$ cat config.mk
export PLATFORM = sky130hd
export DESIGN_NAME = i2c_ball_slave
export DESIGN_NICKNAME = d
export VERILOG_FILES = /design/src/rtl/i2c_ball_slave.sv
export SDC_FILE = /design/constraint.sdc
export NUM_CORES = 1
export LEC_CHECK = 0
export ABC_AREA = 1
export CAP_MARGIN = 20
export CORE_ASPECT_RATIO = 1.4
export CORE_UTILIZATION = 60
export CTS_BUF_LIST = sky130_fd_sc_hd__clkbuf_16
export CTS_CLUSTER_DIAMETER = 50
export DETAILED_ROUTE_END_ITERATION = 6
export PLACE_DENSITY = 0.91
export SLEW_MARGIN = 10
export SYNTH_ARGS = -nofsm -noshare
export SYNTH_HDL_FRONTEND = slang
export SYNTH_SLANG_ARGS = --single-unit
$ cat constraint.sdc
create_clock -name clk -period 3.1 [get_ports clk]
set_input_delay 0.465 -clock clk [delete_from_list [all_inputs] [get_ports clk]]
set_output_delay 0.465 -clock clk [all_outputs]
set_load 0.02 [all_outputs]
$ cat src/rtl/i2c_ball_slave.sv
// Write-only I2C slave that collects a fixed-size ball-state packet and
// publishes it atomically on STOP, so a partial packet is never visible.
module i2c_ball_slave #(
  parameter logic [6:0] SLAVE_ADDR = 7'h12,
  parameter int         NUM_BYTES  = 5
) (
  input  logic       clk,
  input  logic       reset,
  input  logic       scl,
  input  logic       sda_i,
  output logic       sda_oe,
  output logic [7:0] y_pos0,
  output logic [7:0] y_pos1,
  output logic [7:0] y_vel,
  output logic [7:0] gravity,
  output logic [7:0] ball_speed,
  output logic       data_valid,
  output logic       busy
);

  typedef enum logic [2:0] {
    IDLE,
    ADDR,
    ADDR_ACK,
    DATA,
    DATA_ACK,
    WAIT_STOP
  } state_t;

  localparam logic [2:0] NumBytesC = 3'(NUM_BYTES);
  localparam logic [3:0] BitsPerByte = 4'd8;

  logic       sclMeta_q, sclSync_q, sclPrev_q;
  logic       sdaMeta_q, sdaSync_q, sdaPrev_q;
  logic       sclRise, sclFall, startDet, stopDet;

  state_t     state_q;
  logic [3:0] bitCnt_q;
  logic [2:0] byteCnt_q;
  logic       overflow_q;
  logic [7:0] shift_q, shift_d;
  logic [7:0] shadow_q [NUM_BYTES];
  logic [7:0] pkt_q    [NUM_BYTES];
  logic       sdaOe_q, dataValid_q, busy_q;

  // Two-flop synchronizers plus one history flop for edge detection;
  // all reset to 1 so an idle bus produces no spurious edges.
  always_ff @(posedge clk) begin
    if (reset) begin
      sclMeta_q <= 1'b1;
      sclSync_q <= 1'b1;
      sclPrev_q <= 1'b1;
      sdaMeta_q <= 1'b1;
      sdaSync_q <= 1'b1;
      sdaPrev_q <= 1'b1;
    end else begin
      sclMeta_q <= scl;
      sclSync_q <= sclMeta_q;
      sclPrev_q <= sclSync_q;
      sdaMeta_q <= sda_i;
      sdaSync_q <= sdaMeta_q;
      sdaPrev_q <= sdaSync_q;
    end
  end

  assign sclRise  = sclSync_q & ~sclPrev_q;
  assign sclFall  = ~sclSync_q & sclPrev_q;
  assign startDet = sdaPrev_q & ~sdaSync_q & sclSync_q;
  assign stopDet  = ~sdaPrev_q & sdaSync_q & sclSync_q;
  assign shift_d  = {shift_q[6:0], sdaSync_q};

  // Protocol FSM; START has priority over STOP, and bus conditions
  // override whatever bit-level activity the current state expects.
  always_ff @(posedge clk) begin
    if (reset) begin
      state_q     <= IDLE;
      bitCnt_q    <= '0;
      byteCnt_q   <= '0;
      overflow_q  <= 1'b0;
      shift_q     <= '0;
      sdaOe_q     <= 1'b0;
      dataValid_q <= 1'b0;
      busy_q      <= 1'b0;
      for (int i = 0; i < NUM_BYTES; i++) begin
        shadow_q[i] <= '0;
        pkt_q[i]    <= '0;
      end
    end else begin
      dataValid_q <= 1'b0;
      if (startDet) begin
        state_q    <= ADDR;
        bitCnt_q   <= '0;
        byteCnt_q  <= '0;
        overflow_q <= 1'b0;
        sdaOe_q    <= 1'b0;
        busy_q     <= 1'b1;
        for (int i = 0; i < NUM_BYTES; i++) begin
          shadow_q[i] <= '0;
        end
      end else if (stopDet) begin
        if ((state_q == DATA || state_q == DATA_ACK) &&
            byteCnt_q == NumBytesC && !overflow_q) begin
          for (int i = 0; i < NUM_BYTES; i++) begin
            pkt_q[i] <= shadow_q[i];
          end
          dataValid_q <= 1'b1;
        end
        state_q  <= IDLE;
        bitCnt_q <= '0;
        sdaOe_q  <= 1'b0;
        busy_q   <= 1'b0;
      end else begin
        case (state_q)
          ADDR, DATA: begin
            if (sclRise && bitCnt_q != BitsPerByte) begin
              shift_q  <= shift_d;
              bitCnt_q <= bitCnt_q + 4'd1;
            end else if (sclFall && bitCnt_q == BitsPerByte) begin
              bitCnt_q <= '0;
              if (state_q == ADDR) begin
                if (shift_q[7:1] == SLAVE_ADDR && !shift_q[0]) begin
                  sdaOe_q <= 1'b1;
                  state_q <= ADDR_ACK;
                end else begin
                  state_q <= WAIT_STOP;
                end
              end else if (byteCnt_q < NumBytesC) begin
                shadow_q[byteCnt_q] <= shift_q;
                byteCnt_q           <= byteCnt_q + 3'd1;
                sdaOe_q             <= 1'b1;
                state_q             <= DATA_ACK;
              end else begin
                overflow_q <= 1'b1;
                state_q    <= WAIT_STOP;
              end
            end
          end
          // ACK is held through the ninth clock pulse.
          ADDR_ACK, DATA_ACK: begin
            if (sclFall) begin
              sdaOe_q <= 1'b0;
              state_q <= DATA;
            end
          end
          default: begin
          end
        endcase
      end
    end
  end

  assign sda_oe     = sdaOe_q;
  assign data_valid = dataValid_q;
  assign busy       = busy_q;
  assign y_pos0     = pkt_q[0];
  assign y_pos1     = pkt_q[1];
  assign y_vel      = pkt_q[2];
  assign gravity    = pkt_q[3];
  assign ball_speed = pkt_q[4];

endmodule

==> metrics.csv <==
metric,value,unit
status,"complete, no violations",
number of cell rows,36,
final hold vios,0,
R2R Setup Slk,980,ps
hold_buf cts,0,
Slew HR,59.29,%
Via density,5.071,
Sequential Power Share,57.0,%
Nets,460,
Pins Over Slew Limit,0,
Reg-to-Reg Start,bitCnt_q[0]$_SDFFE_PP0P_,
Hold Crit Class,register to register,
sw power,612.0,uW
initial DRC count,164,
min Tclk post-route,2124,ps
Fmax achieved,470.7,MHz
Worst Tran Pin Value,609.7,ps
drt pass-1 iters,4,
Min Hold Slack,411.6,ps
vias,2799,
cts repair resizes,0,
share of cells above drive strength 1,8.534,%
RSZ-0062 raised after global routing,false,
crit path capture,shadow_q[4][4]$_SDFFCE_PN0P_,
clk_skew,10.33,ps
Die X-Extent,73.84,um
Clock Tree Buf Depth,2,
Post-DP HPWL,4900,um
Synth Cell Area,0.004335,mm2
number of distinct library cells after synthesis,26,
DRC Markers,0,
Fill cells,435,
Comb pwr share,4.1,%
crit share post-route,68.53,%
H-tree Lvls,3,
Synth area leader,edfxtp_1,
synthesized instance count,399,
final core occ,73.91,%
Ys Warns,0,
vias in the first global route,2701,
I/O pin count,47,
setup TNS,0,ps
WP data required,3110,ps
TritonCTS clock tree,yes,
Synth Net Count,407,
Worst EP arrival,2140,ps
Initial Utilization,62.10,%
Sink Count,108,
Avg Synthesized Cell Area,10.87,um2
share of the synthesized area in the top cell type,55.41,%
Critical Setup Path Class,register to register,
P per Cell Area,543.1,mW/mm2
crit start category,register,
CP Launch Point,bitCnt_q[0]$_SDFFE_PP0P_,
Placer Congestion,0.8988,
Routed WL per cell,13.11,um
Register Area,0.002963,mm2
antenna violations before repair,0,
LEAKAGE,1.963,nW
first-pass GRT wire length,12250,um
antenna-violating nets left,0,
switching share of power,21.84,%
Internal,2.191,mW
Root Driver,clkbuf_16,
type of element capturing the critical path,register,
Die H,102.6,um
setup bufs post-CTS,0,
gr usage total,21.85,%
VDD IR-drop max,0.3441,mV
setup slack after layout,975.6,ps
pre-CTS setup slack,617.0,ps
#FFs+latches synth,108,
Clk pwr share,38.9,%
final setup fails,0,
port bufs,46,
CORE AREA,0.006982,mm2
total wire length,7235,um
Critical Path Fanout Max,9,
Area Growth Syn to Fin,19.02,%
largest net degree at the start of global routing,41,
area of the multi-input gates,0.001056,mm2
Die ar.,0.007574,mm2
"Seq/Total Area, Yosys",68.34,%
Clock Latency Late Sink,340,ps
end of the worst register-to-register path,shadow_q[4][4]$_SDFFCE_PN0P_,
R2R depth,8,
max cap viols,0,
largest cells by area after synthesis,"edfxtp_1, dfxtp_1, nor2_1",
Inserted Diodes,0,
CTS buffer count,9,
"CTS clk-pin slew, worst paths",70,ps
gr ovfl total,0,
Tot Pwr,2.803,mW
## worst max-delay path, cell delays in order (launching register included)
cell     delay [ps]
dfxtp_1         320
inv_1            90
ha_1            150
nand3_1         150
nor2_2          190
nand4_2         170
nor2_4          240
nand4_4         180
nand2_1         310
## cells in the final DEF, fill, tap and decap left out, types with 4 or more instances in the layout
cell type        Yosys  layout
a21oi_1             16      16
clkbuf_16            0       9
clkdlybuf4s50_1      0      46
dfxtp_1             28      28
edfxtp_1            80      80
ha_1                 4       4
inv_1               64      64
inv_2                4       4
nand2_1             48      48
nand3_1             11      11
nor2_1             102     102
o21ai_0              9       9
or2_2                4       4
## worst min path at each step
stage	depth (start not counted)	start	endpoint	slack [ps]
after global routing	1	sdaMeta_q$_SDFF_PP1_	sdaSync_q$_SDFF_PP1_	420
final	1	sdaMeta_q$_SDFF_PP1_	sdaSync_q$_SDFF_PP1_	410
after global placement	1	sclMeta_q$_SDFF_PP1_	sclSync_q$_SDFF_PP1_	390
after CTS	1	sdaMeta_q$_SDFF_PP1_	sdaSync_q$_SDFF_PP1_	410
after detailed placement	1	sdaMeta_q$_SDFF_PP1_	sdaSync_q$_SDFF_PP1_	400
after floorplan	1	sclMeta_q$_SDFF_PP1_	sclSync_q$_SDFF_PP1_	390
## cell usage after synthesis
| master | count |
|---|---|
| inv_2 | 4 |
| nand4_2 | 1 |
| a21oi_1 | 16 |
| nand3_1 | 11 |
| a211oi_1 | 2 |
| nor2_1 | 102 |
| nand4_4 | 3 |
| o21a_1 | 1 |
| or2_2 | 4 |
| nand4_1 | 2 |
| and3_1 | 1 |
| buf_6 | 5 |
| nor2_2 | 2 |
| ha_1 | 4 |
| a31oi_1 | 1 |
| inv_1 | 64 |
| dfxtp_1 | 28 |
| o21ai_1 | 1 |
| nand2_2 | 3 |
| o21ai_0 | 9 |
| xnor2_1 | 1 |
| nand2_1 | 48 |
| buf_2 | 1 |
| edfxtp_1 | 80 |
| nand3_4 | 2 |
| nor2_4 | 3 |
## power by group through the flow
stage                     combinational (mW)  sequential, mW  clock [mW]
final                                  0.114            1.60        1.09
after global routing                   0.125            1.60        1.16
after CTS                              0.115            1.60        1.10
after detailed placement               0.113            1.63           0
after global placement                 0.109            1.63           0
after floorplan                       0.0491            1.65           0
## through the flow
stage	cells	area [um2]
2_1_floorplan	399	4335
3_3_place_gp	536	4868
3_5_place_dp	536	4868
4_1_cts	552	5160
5_1_grt	552	5160
6_report	552	5160
## routing by layer
metal / track usage [%] / vias to the layer above / wire, um
met5: 0 / - / 0
met4: 9.320 / 0 / 127
met3: 4.203 / 11 / 329
met2: 40.37 / 93 / 3928
met1: 24.17 / 1311 / 2850
li1: - / 1384 / -
## state kept, by name, indices dropped and copies added (netlist names)
register and flops:
pkt_q 40, shadow_q 40, shift_q 8, bitCnt_q 4, byteCnt_q 3, state_q 3
busy 1, data_valid 1, overflow_q 1, sclMeta_q 1, sclPrev_q 1, sclSync_q 1
sdaMeta_q 1, sdaPrev_q 1, sdaSync_q 1, sda_oe 1
## final cells by class
class | instances | share of cell area [%]
flip-flops and latches | 108 | 57.42
multi-input cells | 217 | 20.47
repair buffers | 48 | 9.214
inverters | 68 | 4.947
clock buffers | 9 | 4.365
well taps | 95 | 2.304
clock inverters | 7 | 1.285
## kinds of logic after synthesis
| kind of cell | count (synthesis) | synth area share (%) |
|---|---|---|
| buffers and inverters | 74 | 7.301 |
| XOR/XNOR | 1 | 0.2021 |
| adder cells (fa/ha/maj) | 4 | 1.154 |
| flip-flops | 108 | 68.34 |
| AO/OA/AOI/OAI | 30 | 3.665 |
| AND/OR/NAND/NOR | 182 | 19.34 |
Power figures use the tool's default switching activity.
